### src/rtl/if_stage_if.sv
// I-cache fetch port of the IF stage: request/address out, instruction/stall back.
interface if_stage_if;
  logic        ICACHE_ren;
  logic [29:0] ICACHE_addr;
  logic [31:0] ICACHE_rdata;
  logic        ICACHE_stall;

  modport master (
    output ICACHE_ren,
    output ICACHE_addr,
    input  ICACHE_rdata,
    input  ICACHE_stall
  );

  modport slave (
    input  ICACHE_ren,
    input  ICACHE_addr,
    output ICACHE_rdata,
    output ICACHE_stall
  );
endinterface

### src/rtl/if_stage.sv
// RV32I instruction-fetch stage with PC, IF/ID register and held-redirect FSM.
// Define IF_STAGE_PERF_EN to add saturating fetch/bubble performance counters.
module if_stage #(
  parameter logic [31:0] RESET_PC = 32'h0000_0000,
  parameter logic [31:0] NOP_INST = 32'h0000_0013
) (
  input  logic              clk,
  input  logic              rst,
  if_stage_if.master        icache,
  input  logic              hazard_stall,
  input  logic              hazard_flush,
  input  logic              branch_flag,
  input  logic [31:0]       branch_target,
  output logic [31:0]       IF_ID_pc,
  output logic [31:0]       IF_ID_inst,
  output logic              IF_ID_valid,
  output logic [6:0]        IF_ID_op,
  output logic [4:0]        IF_ID_rs1,
  output logic [4:0]        IF_ID_rs2,
`ifdef IF_STAGE_PERF_EN
  output logic [31:0]       perf_fetch_cnt,
  output logic [31:0]       perf_bubble_cnt,
`endif
  output logic [31:0]       pc_plus4
);

  typedef enum logic [1:0] {BOOT, RUN, PEND} state_t;

  state_t      state_q, state_d;
  logic [31:0] pc_q, pc_d;
  logic [31:0] inst_q, inst_d;
  logic [31:0] id_pc_q, id_pc_d;
  logic        valid_q, valid_d;
  logic [31:0] pend_pc_q, pend_pc_d;
  logic        load_valid;
  logic        load_bubble;

  // A redirect seen during an I-cache stall is parked in pend_pc and applied
  // on release; a branch live in the release cycle is newer and wins.
  always_comb begin
    state_d     = state_q;
    pc_d        = pc_q;
    inst_d      = inst_q;
    id_pc_d     = id_pc_q;
    valid_d     = valid_q;
    pend_pc_d   = pend_pc_q;
    load_valid  = 1'b0;
    load_bubble = 1'b0;
    case (state_q)
      BOOT: state_d = RUN;
      RUN: begin
        if (icache.ICACHE_stall) begin
          if (branch_flag) begin
            pend_pc_d = branch_target;
            state_d   = PEND;
          end
        end else if (hazard_stall) begin
          pc_d = pc_q;
        end else if (branch_flag) begin
          pc_d        = branch_target;
          load_bubble = 1'b1;
        end else if (hazard_flush) begin
          pc_d        = pc_q + 32'd4;
          load_bubble = 1'b1;
        end else begin
          inst_d     = icache.ICACHE_rdata;
          id_pc_d    = pc_q;
          valid_d    = 1'b1;
          pc_d       = pc_q + 32'd4;
          load_valid = 1'b1;
        end
      end
      PEND: begin
        if (icache.ICACHE_stall) begin
          if (branch_flag) pend_pc_d = branch_target;
        end else begin
          pc_d        = branch_flag ? branch_target : pend_pc_q;
          load_bubble = 1'b1;
          state_d     = RUN;
        end
      end
      default: state_d = BOOT;
    endcase
    if (load_bubble) begin
      inst_d  = NOP_INST;
      valid_d = 1'b0;
    end
  end

  always_ff @(posedge clk) begin
    if (rst) begin
      state_q   <= BOOT;
      pc_q      <= RESET_PC;
      inst_q    <= NOP_INST;
      id_pc_q   <= 32'd0;
      valid_q   <= 1'b0;
      pend_pc_q <= 32'd0;
    end else begin
      state_q   <= state_d;
      pc_q      <= pc_d;
      inst_q    <= inst_d;
      id_pc_q   <= id_pc_d;
      valid_q   <= valid_d;
      pend_pc_q <= pend_pc_d;
    end
  end

`ifdef IF_STAGE_PERF_EN
  logic [31:0] fetch_cnt_q, fetch_cnt_d;
  logic [31:0] bubble_cnt_q, bubble_cnt_d;

  always_comb begin
    fetch_cnt_d  = fetch_cnt_q;
    bubble_cnt_d = bubble_cnt_q;
    if (load_valid && fetch_cnt_q != 32'hFFFF_FFFF) fetch_cnt_d = fetch_cnt_q + 32'd1;
    if (load_bubble && bubble_cnt_q != 32'hFFFF_FFFF) bubble_cnt_d = bubble_cnt_q + 32'd1;
  end

  always_ff @(posedge clk) begin
    if (rst) begin
      fetch_cnt_q  <= 32'd0;
      bubble_cnt_q <= 32'd0;
    end else begin
      fetch_cnt_q  <= fetch_cnt_d;
      bubble_cnt_q <= bubble_cnt_d;
    end
  end

  assign perf_fetch_cnt  = fetch_cnt_q;
  assign perf_bubble_cnt = bubble_cnt_q;
`endif

  assign icache.ICACHE_ren  = !rst && (state_q != BOOT);
  assign icache.ICACHE_addr = pc_q[31:2];
  assign IF_ID_pc           = id_pc_q;
  assign IF_ID_inst         = inst_q;
  assign IF_ID_valid        = valid_q;
  assign IF_ID_op           = inst_q[6:0];
  assign IF_ID_rs1          = inst_q[19:15];
  assign IF_ID_rs2          = inst_q[24:20];
  assign pc_plus4           = id_pc_q + 32'd4;

endmodule

### src/flat_wrapper.sv
// flat-port wrapper written by rule: the top's interface ports become plain ports
module if_stage_flat 
#(
  parameter logic [31:0] RESET_PC = 32'h0000_0000,
  parameter logic [31:0] NOP_INST = 32'h0000_0013
)
  (clk, rst, hazard_stall, hazard_flush, branch_flag, branch_target, IF_ID_pc, IF_ID_inst, IF_ID_valid, IF_ID_op, IF_ID_rs1, IF_ID_rs2, pc_plus4, icache_ICACHE_ren, icache_ICACHE_addr, icache_ICACHE_rdata, icache_ICACHE_stall);
  if_stage_if icache_i ();
  input  logic clk;
  input  logic rst;
  input  logic hazard_stall;
  input  logic hazard_flush;
  input  logic branch_flag;
  input  logic [31:0] branch_target;
  output logic [31:0] IF_ID_pc;
  output logic [31:0] IF_ID_inst;
  output logic IF_ID_valid;
  output logic [6:0] IF_ID_op;
  output logic [4:0] IF_ID_rs1;
  output logic [4:0] IF_ID_rs2;
  output logic [31:0] pc_plus4;
  output wire logic [$bits(icache_i.ICACHE_ren)-1:0] icache_ICACHE_ren;
  output wire logic [$bits(icache_i.ICACHE_addr)-1:0] icache_ICACHE_addr;
  input wire logic [$bits(icache_i.ICACHE_rdata)-1:0] icache_ICACHE_rdata;
  input wire logic [$bits(icache_i.ICACHE_stall)-1:0] icache_ICACHE_stall;
  assign icache_ICACHE_ren = icache_i.ICACHE_ren;
  assign icache_ICACHE_addr = icache_i.ICACHE_addr;
  assign icache_i.ICACHE_rdata = icache_ICACHE_rdata;
  assign icache_i.ICACHE_stall = icache_ICACHE_stall;
  if_stage #(.RESET_PC(RESET_PC), .NOP_INST(NOP_INST)) u_core (.clk(clk), .rst(rst), .icache(icache_i), .hazard_stall(hazard_stall), .hazard_flush(hazard_flush), .branch_flag(branch_flag), .branch_target(branch_target), .IF_ID_pc(IF_ID_pc), .IF_ID_inst(IF_ID_inst), .IF_ID_valid(IF_ID_valid), .IF_ID_op(IF_ID_op), .IF_ID_rs1(IF_ID_rs1), .IF_ID_rs2(IF_ID_rs2), .pc_plus4(pc_plus4));
endmodule
### config.mk
export PLATFORM = sky130hd
export DESIGN_NAME = if_stage_flat
export DESIGN_NICKNAME = d
export VERILOG_FILES = /design/src/rtl/if_stage_if.sv /design/src/rtl/if_stage.sv /design/src/flat_wrapper.sv
export SDC_FILE = /design/constraint.sdc
export NUM_CORES = 1
export LEC_CHECK = 0
export ABC_AREA = 0
export CORE_UTILIZATION = 39
export CTS_CLUSTER_DIAMETER = 50
export DETAILED_ROUTE_END_ITERATION = 10
export PLACE_DENSITY = 0.73
export SYNTH_ARGS = -nofsm -noshare
export SYNTH_HDL_FRONTEND = slang
export SYNTH_SLANG_ARGS = --single-unit
### constraint.sdc
create_clock -name clk -period 2.8 [get_ports clk]
set_clock_uncertainty 0.15 [all_clocks]
set_input_delay 0.28 -clock clk [delete_from_list [all_inputs] [get_ports clk]]
set_output_delay 0.28 -clock clk [all_outputs]
set_load 0.01 [all_outputs]
==> key figures, run 1 <==
Global route
  – M3 GR Usage: 3.893%
  – Layer with the highest usage: met2
  – GRT Total Usage: 22.64%
  – Met2 GRT Util: 35.69%
  – Initial antenna violation count: 0
  – First-pass GRT wire length: 32.46 mm
  – Largest net degree at the start of global routing: 65
  – M1 GR Usage: between 30% and 40%
  – Vias in the first global route: 6135
  – GRT Residual Overflow: 0

Finish
  – P&R area growth vs syn: 41.63%
  – Ratio of cells with drive above 1 in the final layout: about a tenth
  – Diodes inserted: 0
  – Total Nets Final: around 1200
  – Final Util: 57.25%

Detailed routing
  – Vias: roughly 6800
  – Final wirelength: roughly 20 mm
  – Antenna-violating nets left: 0
  – Drc violations: 0
  – Drt wl/cell: around 15 um
  – Vias per cell: 5.206
  – Detailed Route Iter0 Violations: about 520
  – First-pass DRT Iterations: 6

Power
  – Overall Power: between 5 and 6 mW
  – Leakage: around 3.5 nW
  – Pwr per Cell Area: between 500 and 600 nW/um^2
  – Peak supply drop: between 400 and 500 uV

Floorplan
  – Core Area: 16820 sq um
  – Full die area: ~18000 sq um
  – FP Rows: 47
  – Chip Width: approximately 130 um
  – Die Ht: about 130 um
  – Initial Utilization: 40.43%
  – I/O pin total: approximately 220

Worst setup path
  – Kind of cell adding the most delay to the critical path: simple AND/OR/NAND/NOR gates
  – WP data required: between 2 and 2.5 ns
  – Worst Path Buf+Inv: 1
  – Critical path depth: 6
  – Crit path DAT: 2.32 ns
  – Startpoint Class: flip-flop
  – Slowest CP cell: clkdlybuf4s50_1
  – FF-to-FF Start: u_core.state_q[0]$_SDFFE_PP0P_
  – CP Capture Type: output port
  – Worst path max stage delay: 0.56 ns
  – R2R cell count: 8
  – Crit Path Max Fanout: 6
  – Crit. Startpoint: u_core.IF_ID_pc[21]$_SDFFE_PP0P_
  – Critical-path cell list: nand3_1 > nor3_4 > nand3_2 > nor2_1 > xor2_1 > clkdlybuf4s50_1
  – Setup CP Type: flip-flop to output port

Run
  – Max cap viols: 0

STA
  – Fmax: roughly 360 MHz
  – Setup TNS Final: 0 ns
  – Final Hold Fails: 0
  – Tmin final: roughly 2.8 ns
  – Final worst-path cycle share: roughly 98%
  – Final setup viols: 0
  – Least-Margin Pin Slew: just under 0.7 ns
  – Final WS setup: approximately 0.046 ns
  – Hold_ws: ~0.038 ns
  – Fin. max-slew vios: 0
  – Slew HR: between 50 and 60%
  – RSZ-0062 raised after global routing: true

Run status
  – Outcome: finished, final reports clean

Clocking
  – Clock Latency Late Sink: around 0.42 ns
  – Clock sink count: approximately 130
  – CTS buffer count: 17
  – Post-CTS Hold Fix Bufs: 0
  – CTS H-tree lvls: 4
  – Root Buffer: clkbuf_16
  – CTS clock-pin slew for the worst setup and hold paths: approximately 0.060 ns
  – Clock Path Buffers: 2
  – CTS tree: yes

Placement
  – Gpl congestion: ~0.84
  – Dpl hpwl: roughly 15 mm
  – IO Port Bufs: 214
  – Worst slack, placed: 0.1447 ns

Logic synthesis
  – EDFF count, synth: 0
  – Synth Warn #: 0
  – Ys async rst share: 0%
  – Synth Instances: a little over 900
  – Mapped Avg Cell Area: about 7.4 sq um
  – Predominant post-synthesis flop cell: dfxtp_1
  – Post-synth net total: about 990
  – Synth Cell Area: 6799 sq um
  – Post-synth cell types: 59
  – Register bit total from synthesis: ~130
  – Register area share after synthesis: 38.57%

Hold path
  – Worst hold start: rst
  – Cells on Worst Hold Path: 2
  – HP Class: input pin to flip-flop
-- state kept, by name, summed over array words and instances, names as in the netlist --
signal / count
u_core.IF_ID_inst: 32
u_core.IF_ID_pc: 32
u_core.IF_ID_valid: 1
u_core.pc_q: 32
u_core.pend_pc_q: 32
u_core.state_q: 2
-- routing by layer --
metal | routed length, um | vias to the layer above | share of wire (%)
met5 | 0 | - | 0
met4 | 304 | 0 | 1.5
met3 | 1123 | 23 | 5.5
met2 | 9334 | 257 | 46
met1 | 9583 | 3129 | 47
li1 | - | 3426 | -
-- area by class of cell --
class	instances	area (sq um)
multi-input cells	661	3570
clock buffers	21	480.5
inverters	13	48.80
flip-flops and latches	131	2635
fillers	1554	7189
repair buffers	257	2514
clock inverters	10	106.4
well taps	220	275.3
-- synth_stat cells (9+ instances only) --
cell type / count / share of area (%)
a21oi_1: 128 / 9.4
and3_1: 17 / 1.6
buf_2: 9 / 0.66
buf_4: 49 / 5.4
clkbuf_1: 44 / 2.4
dfxtp_1: 131 / 39
inv_1: 13 / 0.72
nand2_1: 241 / 13
nand3_1: 24 / 1.8
nand4_1: 17 / 1.6
nor2_1: 45 / 2.5
nor3_1: 13 / 0.96
o21ai_0: 37 / 2.7
xnor2_1: 20 / 2.6
-- cells by family (layout without fill, tap and decap cells) --
| group | count (synthesis) | after routing | share of synthesized area (%) |
|---|---|---|---|
| and+or+nand+nor | 399 | 399 | 27.44 |
| AOI/OAI and AO/OA | 224 | 224 | 18.86 |
| DFF | 131 | 131 | 38.57 |
| buffers and inverters | 124 | 301 | 9.864 |
| xor gates and xnor gates | 28 | 28 | 3.607 |
| adders and majority gates | 5 | 5 | 0.9201 |
| muxes | 5 | 5 | 0.7361 |
-- metrics by stage --
| stage | instances | area [sq um] |
|---|---|---|
| 3_5_place_dp | 1275 | 8922 |
| 2_1_floorplan | 916 | 6799 |
| 4_1_cts | 1310 | 9572 |
| 6_report | 1313 | 9629 |
| 3_3_place_gp | 1275 | 8922 |
| 5_1_grt | 1313 | 9629 |
-- power breakdown --
part | internal (mW) | switching, mW | total (mW)
clock | 1.39 | 0.802 | 2.19
combinational | 0.376 | 0.397 | 0.773
sequential | 1.95 | 0.112 | 2.06
-- path summary, 6_finish.rpt --
kind              slack [ns]                                 to
setup / recovery        0.05                       pc_plus4[26]
hold / removal          0.04  u_core.pend_pc_q[30]$_SDFFE_PP0P_
setup reg to reg        0.47       u_core.pc_q[26]$_SDFFE_PP0P_
hold reg to reg         0.30  u_core.pend_pc_q[21]$_SDFFE_PP0P_
-- worst reg2reg max path, stage by stage (launching register included) --
cell and delay (ns):
dfxtp_1 0.32, inv_1 0.08, ha_1 0.21, buf_4 0.29, or2_2 0.55, nor2_1 0.11
nand2_1 0.10, a31oi_1 0.04, or3_1 0.37
-- placed cells by master (no fill, tap or decap), types with 4 or more instances in the layout --
master           synthesis  layout
nand3_1                 24      23
a221oi_1                 4       4
clkbuf_16                0      17
a31oi_1                  6       6
clkinv_2                 0       6
a21oi_1                128     128
mux2i_1                  5       5
nand2_1                241     240
nand4_1                 17      17
dfxtp_2                  0      10
buf_4                   49      40
clkdlybuf4s50_1          0     199
xnor2_1                 20      20
nor3_1                  13       9
ha_1                     5       5
a22oi_1                  6       6
xor2_1                   8       8
o21ai_0                 37      36
clkbuf_8                 1       4
nand2b_1                 4       4
dlymetal6s2s_1           0       5
nor2_1                  45      44
dfxtp_1                131     121
o211ai_1                 8       8
dlygate4sd2_1            0       9
and3_1                  17      16
inv_1                   13      13
a211oi_1                 5       5
o31ai_1                  4       4
buf_12                   0       4
nand3b_1                 8       8
o22ai_1                  4       4
a21o_1                   5       5
-- timing repair --
item / in CTS / in global routing
setup endpoints to repair: 14 / 10
cloned: 0 / 0
gates resized for setup: 23 / 12
buffers inserted: 4 / 3
pin swaps: 6 / 4
Power figures use the tool's default switching activity.
==> run 2, diff against run 1 <==
Settings changed: RECOVER_POWER from default to 100.
==> key figures, run 2 (synthesis gave the netlist of run 1 again) <==
Run status
  – Outcome: finished, final reports clean

Global route
  – Vias in the first global route: 6135 (unchanged)
  – First-pass GRT wire length: 32.46 mm (unchanged)
  – Initial antenna violation count: 0 (unchanged)
  – GRT Total Usage: 22.64% (unchanged)
  – Largest net degree at the start of global routing: 65 (unchanged)
  – GRT Residual Overflow: 0 (unchanged)

Worst setup path
  – CP Capture Type: output port
  – Setup CP Type: flip-flop to output port
  – WP data required: 2.37 ns (about the same)
  – Startpoint Class: flip-flop
  – Crit Path Max Fanout: 6 (unchanged)
  – Crit path DAT: 2.32 ns (about the same)

STA
  – RSZ-0062 raised after global routing: true
  – Tmin final: 2.747 ns (-0.007631 ns)
  – Final worst-path cycle share: 98.09% (-0.27 points)
  – Final setup viols: 0 (unchanged)
  – Slew HR: 32.93% (-21 points)
  – Fin. max-slew vios: 0 (unchanged)
  – Final WS setup: 0.05347 ns (+0.007631 ns)
  – Fmax: 364.1 MHz (+0.28%)
  – Setup TNS Final: 0 ns (unchanged)
  – Least-Margin Pin Slew: 1.006 ns (+0.3206 ns)
  – Final Hold Fails: 0 (unchanged)

Finish
  – Sequential cell area: 2635 sq um (unchanged)
  – Cell Count, Final, Fillers Out: 1313 (unchanged)
  – Diodes inserted: 0 (unchanged)
  – P&R area growth vs syn: 40.34%
  – Final Util: 56.73% (-0.52 points)
  – Filler cell count: 1572 (+1.2%)
  – Ratio of cells with drive above 1 in the final layout: 9.241% (-1.0 points)
  – Footprint of the multi-input gates: 3526 sq um (-1.2%)
  – Commonest non-fill, non-tap cells in the layout: nand2_1 (240), a21oi_1 (128), dlygate4sd3_1 (124)
  – Total Nets Final: 1156 (unchanged)
  – Commonest non-fill, non-tap cell in the layout: nand2_1

Detailed routing
  – Drt wl/cell: 15.48 um (-0.13%)
  – First-pass DRT Iterations: 5 (-1)
  – Drc violations: 0 (unchanged)
  – Final wirelength: 20.32 mm (-0.13%)
  – Vias per cell: 5.186 (-0.38%)
  – Detailed Route Iter0 Violations: 598 (+15%)
  – Antenna-violating nets left: 0 (unchanged)
  – Vias: 6809 (-0.38%)

Floorplan
  – FP Rows: 47 (unchanged)
  – Initial Utilization: 40.43% (unchanged)
  – Core Area: 16820 sq um (unchanged)
  – I/O pin total: 215 (unchanged)
  – Die Ht: 134.0 um (unchanged)
  – Full die area: 17970 sq um (unchanged)
  – Chip Width: 134.0 um (unchanged)

Power
  – Peak supply drop: 411.5 uV (about the same)
  – Overall Power: 4.992 mW (-0.68%)
  – Pwr per Cell Area: 523.2 nW/um^2 (+0.23%)
  – Leakage: 3.783 nW (+7.3%)

Hold path
  – HP Class: input pin to flip-flop

Placement
  – IO Port Bufs: 214 (unchanged)
  – Dpl hpwl: 14.57 mm (unchanged)
  – Gpl congestion: 0.8434 (unchanged)
  – Worst slack, placed: 0.1447 ns (unchanged)
  – Cells after DPL: 1275 (unchanged)

Clocking
  – CTS tree: yes
  – Root Buffer: clkbuf_16
  – Clock sink count: 131 (unchanged)
  – CTS buffer count: 17 (unchanged)
  – Clock Path Buffers: 2 (unchanged)
  – Clock Latency Late Sink: 0.42 ns (about the same)
  – CTS clock-pin slew for the worst setup and hold paths: 0.06 ns (about the same)
  – CTS H-tree lvls: 4 (unchanged)

Run
  – Max cap viols: 0 (unchanged)
-- run 2: changes by cell type in the layout (fill, tap and decap cells not counted), sizes merged --
cell           change
clkdlybuf4s50    -124
buf               -10
clkbuf            +11
clkdlybuf4s25      +2
dlygate4sd3      +124
dlymetal6s2s       -4
dlymetal6s4s       +1
-- run 2: per-layer routing --
layer,global-route usage (%),vias to the layer above,part of all wire (%)
li1,-,3428,-
met1,31.24,3120,47
met2,35.69,242,46
met3,3.893,19,5.8
met4,7.553,0,1.4
met5,0,-,0
-- run 2: report_power, final --
group	switching, mW	leakage, nW	internal (mW)
Combinational	0.396	2.42	0.347
Sequential	0.109	1.07	1.95
Clock	0.801	0.294	1.39
-- run 2: worst max-delay path, stage by stage, from the launching register on --
cell and delay, ns:
dfxtp_1 0.43, nand3_1 0.18, nor3_4 0.27, nand3_2 0.18
nor2_1 0.14, xor2_1 0.15, clkdlybuf4s50_1 0.56
-- run 2: timing repair --
item	4_1_cts	5_1_grt
endpoints found under the setup margin	14	10
resized for setup	23	12
hold buffers	0	0
pin swaps	6	4
buffers inserted	4	3
-- run 2: cell type report --
class	instances	share of cell area (%)
Inverter	13	0.5114
Clock buffer	21	5.035
Tap cell	220	2.885
Timing Repair Buffer	257	25.89
Multi-Input combinational cell	661	36.95
Sequential cell	131	27.62
Clock inverter	10	1.115
-- run 2: path summary, 6_finish.rpt --
check,start,endpoint,slack [ns],depth (start not counted)
setup / recovery,u_core.IF_ID_pc[21]$_SDFFE_PP0P_,pc_plus4[26],0.05,6
hold / removal,rst,u_core.pend_pc_q[31]$_SDFFE_PP0P_,0.04,2
setup reg to reg,u_core.pc_q[2]$_SDFFE_PP0P_,u_core.pc_q[24]$_SDFFE_PP0P_,0.19,7
hold reg to reg,u_core.IF_ID_inst[13]$_SDFFE_PP0P_,u_core.IF_ID_inst[13]$_SDFFE_PP0P_,0.30,2
-- run 2: stage by stage --
stage / cell area (sq um) / hold WS [ns]
after global routing: 9542 / 0.03998
after global placement: 8922 / 0.2871
after CTS: 9572 / 0.02822
after floorplan: 6799 / 0.2536
final: 9542 / 0.03604
after detailed placement: 8922 / 0.2917
==> run 3, diff against run 2 <==
Settings changed: CORE_MARGIN from default to 2, CORE_UTILIZATION 39 to 45, PLACE_DENSITY 0.73 to 0.82.
==> key figures, run 3 (synthesis gave the netlist of run 1 again) <==
Run status
  – Outcome: finished, final reports clean

Floorplan
  – I/O pin total: 215 (unchanged)
  – Core Area: 14640 sq um (-13%)
  – FP Rows: 44 (-6.4%)
  – Initial Utilization: 46.43% (+6.0 points)
  – Chip Width: 126.9 um (-5.3%)
  – Die Ht: 126.9 um (-5.3%)
  – Full die area: 16110 sq um (-10%)

STA
  – RSZ-0062 raised after global routing: true
  – Least-Margin Pin Slew: 0.7577 ns (-0.2483 ns)
  – Hold_ws: 0.1564 ns (+0.1204 ns)
  – Slew HR: 49.49% (+17 points)
  – Tmin final: 2.748 ns (+0.001860 ns)
  – Final setup viols: 0 (unchanged)
  – Final worst-path cycle share: 98.16% (about the same)
  – Fin. max-slew vios: 0 (unchanged)
  – Final Hold Fails: 0 (unchanged)
  – Fmax: 363.8 MHz (about the same)

Hold path
  – Worst hold start: rst
  – HP Class: input pin to flip-flop
  – Worst Hold Path EP: u_core.state_q[1]$_SDFFE_PP0P_
  – Cells on Worst Hold Path: 2 (unchanged)

Finish
  – Commonest non-fill, non-tap cells in the layout: nand2_1 (239), clkdlybuf4s50_1 (143), a21oi_1 (128)
  – Filler cell count: 1225 (-22%)
  – Sequential cell area: 2635 sq um (unchanged)
  – Total Nets Final: 1152 (-0.35%)
  – Final Util: 65.76% (+9.0 points)
  – Diodes inserted: 0 (unchanged)
  – P&R area growth vs syn: 41.65%
  – Ratio of cells with drive above 1 in the final layout: 9.725% (+0.48 points)
  – Commonest non-fill, non-tap cell in the layout: nand2_1
  – Footprint of the multi-input gates: 3587 sq um (+1.7%)

Placement
  – Gpl congestion: 0.8740 (+3.6%)
  – IO Port Bufs: 214 (unchanged)
  – Dpl hpwl: 14.76 mm (+1.3%)

Clocking
  – Clock sink count: 131 (unchanged)
  – CTS clock-pin slew for the worst setup and hold paths: 0.06 ns (about the same)
  – CTS H-tree lvls: 4 (unchanged)
  – CTS buffer count: 17 (unchanged)
  – Clock Latency Late Sink: 0.42 ns (about the same)
  – Clock Path Buffers: 2 (unchanged)
  – CTS tree: yes
  – Root Buffer: clkbuf_16

Global route
  – GRT Total Usage: 25.25% (+2.6 points)
  – Initial antenna violation count: 0 (unchanged)
  – First-pass GRT wire length: 32.91 mm (+1.4%)
  – GRT Residual Overflow: 0 (unchanged)
  – Largest net degree at the start of global routing: 66 (+1.5%)
  – Vias in the first global route: 6403 (+4.4%)

Detailed routing
  – First-pass DRT Iterations: 6 (+1)
  – Antenna-violating nets left: 0 (unchanged)
  – Drc violations: 0 (unchanged)
  – Drt wl/cell: 16.19 um (+4.6%)
  – Final wirelength: 20.63 mm (+1.5%)
  – Detailed Route Iter0 Violations: 634 (+6.0%)
  – Vias per cell: 5.486 (+5.8%)
  – Vias: 6989 (+2.6%)

Worst setup path
  – Crit Path Max Fanout: 4 (-2)
  – R2R cell count: 8 (+1)
  – Flop-to-flop setup slack: 0.39 ns (+0.20 ns)
  – Startpoint Class: flip-flop
  – CP Capture Type: output port
  – R2R Path End: u_core.pc_q[10]$_SDFFE_PP0P_
  – FF-to-FF Start: u_core.state_q[0]$_SDFFE_PP0P_
  – Crit path DAT: 2.32 ns (about the same)
  – WP data required: 2.37 ns (about the same)
  – Setup CP Type: flip-flop to output port

Power
  – Pwr per Cell Area: 537.9 nW/um^2 (+2.8%)
  – Leakage: 3.804 nW (+0.53%)
  – Overall Power: 5.181 mW (+3.8%)
  – Peak supply drop: 453.6 uV (+10%)

Run
  – Max cap viols: 0 (unchanged)
-- run 3: cell count changes in the layout (fill, tap and decap cells not counted), sizes merged, moves of 2 or more --
cell           previous run  this run
dlygate4sd3             124        54
bufinv                    2         4
clkdlybuf4s50            75       143
buf                      34        39
clkinv                    7         2
dlymetal6s2s              1        14
dlygate4sd2               9         2
clkdlybuf4s25             2         0
clkbuf                   32        25
-- run 3: power breakdown --
group	internal, mW	switching, mW	leakage [nW]	total [mW]
clock	1.56	0.801	0.301	2.36
combinational	0.359	0.398	2.44	0.758
sequential	1.95	0.113	1.07	2.06
-- run 3: final cells by class --
class	count	area share [%]
multi-input combinational	661	37.25
clock inverter	8	1.546
inverter	13	0.5067
tap	184	2.391
clock buffer	24	5.002
sequential	131	27.36
timing repair buffer	253	25.95
-- run 3: what timing repair did --
| action | in CTS | in global routing |
|---|---|---|
| buffers inserted | 1 | 3 |
| resized for setup | 13 | 28 |
| hold buffers | 0 | 0 |
| pin swaps | 5 | 7 |
| setup endpoints to repair | 14 | 19 |
-- run 3: per-stage QoR --
step	instances	area (sq um)	setup TNS [ns]	setup WS (ns)
after floorplan	916	6799	0	0.7358
after global placement	1238	8857	0	0.2295
after detailed placement	1238	8857	0	0.1978
after CTS	1271	9532	-0.01489	-0.01489
after global routing	1274	9630	-0.03744	-0.03744
final	1274	9630	0	0.05161
-- run 3: worst max-delay path, stage by stage (launching register included) --
cell	delay, ns
dfxtp_1	0.39
nand4_1	0.21
nor4_4	0.36
nand2_2	0.13
nor2_1	0.13
xnor2_1	0.12
clkdlybuf4s50_1	0.56
-- run 3: how the worst max path moves through the flow --
stage | from | to | depth (start not counted)
floorplan | u_core.pc_q[2]$_SDFFE_PP0P_ | u_core.pc_q[26]$_SDFFE_PP0P_ | 6
global placement | u_core.IF_ID_pc[4]$_SDFFE_PP0P_ | pc_plus4[31] | 6
detailed placement | u_core.IF_ID_pc[4]$_SDFFE_PP0P_ | pc_plus4[31] | 6
CTS | u_core.IF_ID_pc[14]$_SDFFE_PP0P_ | pc_plus4[28] | 6
global route | u_core.IF_ID_pc[15]$_SDFFE_PP0P_ | pc_plus4[27] | 6
finish | u_core.IF_ID_pc[15]$_SDFFE_PP0P_ | pc_plus4[27] | 6
-- run 3: layer usage --
layer  GRT usage, %  up-vias  wire length, um
met4          9.179        0              477
met1          32.90     3220             9091
li1               -     3418                -
met5              0        -                0
met3          5.441       47             1365
met2          41.33      304             9695
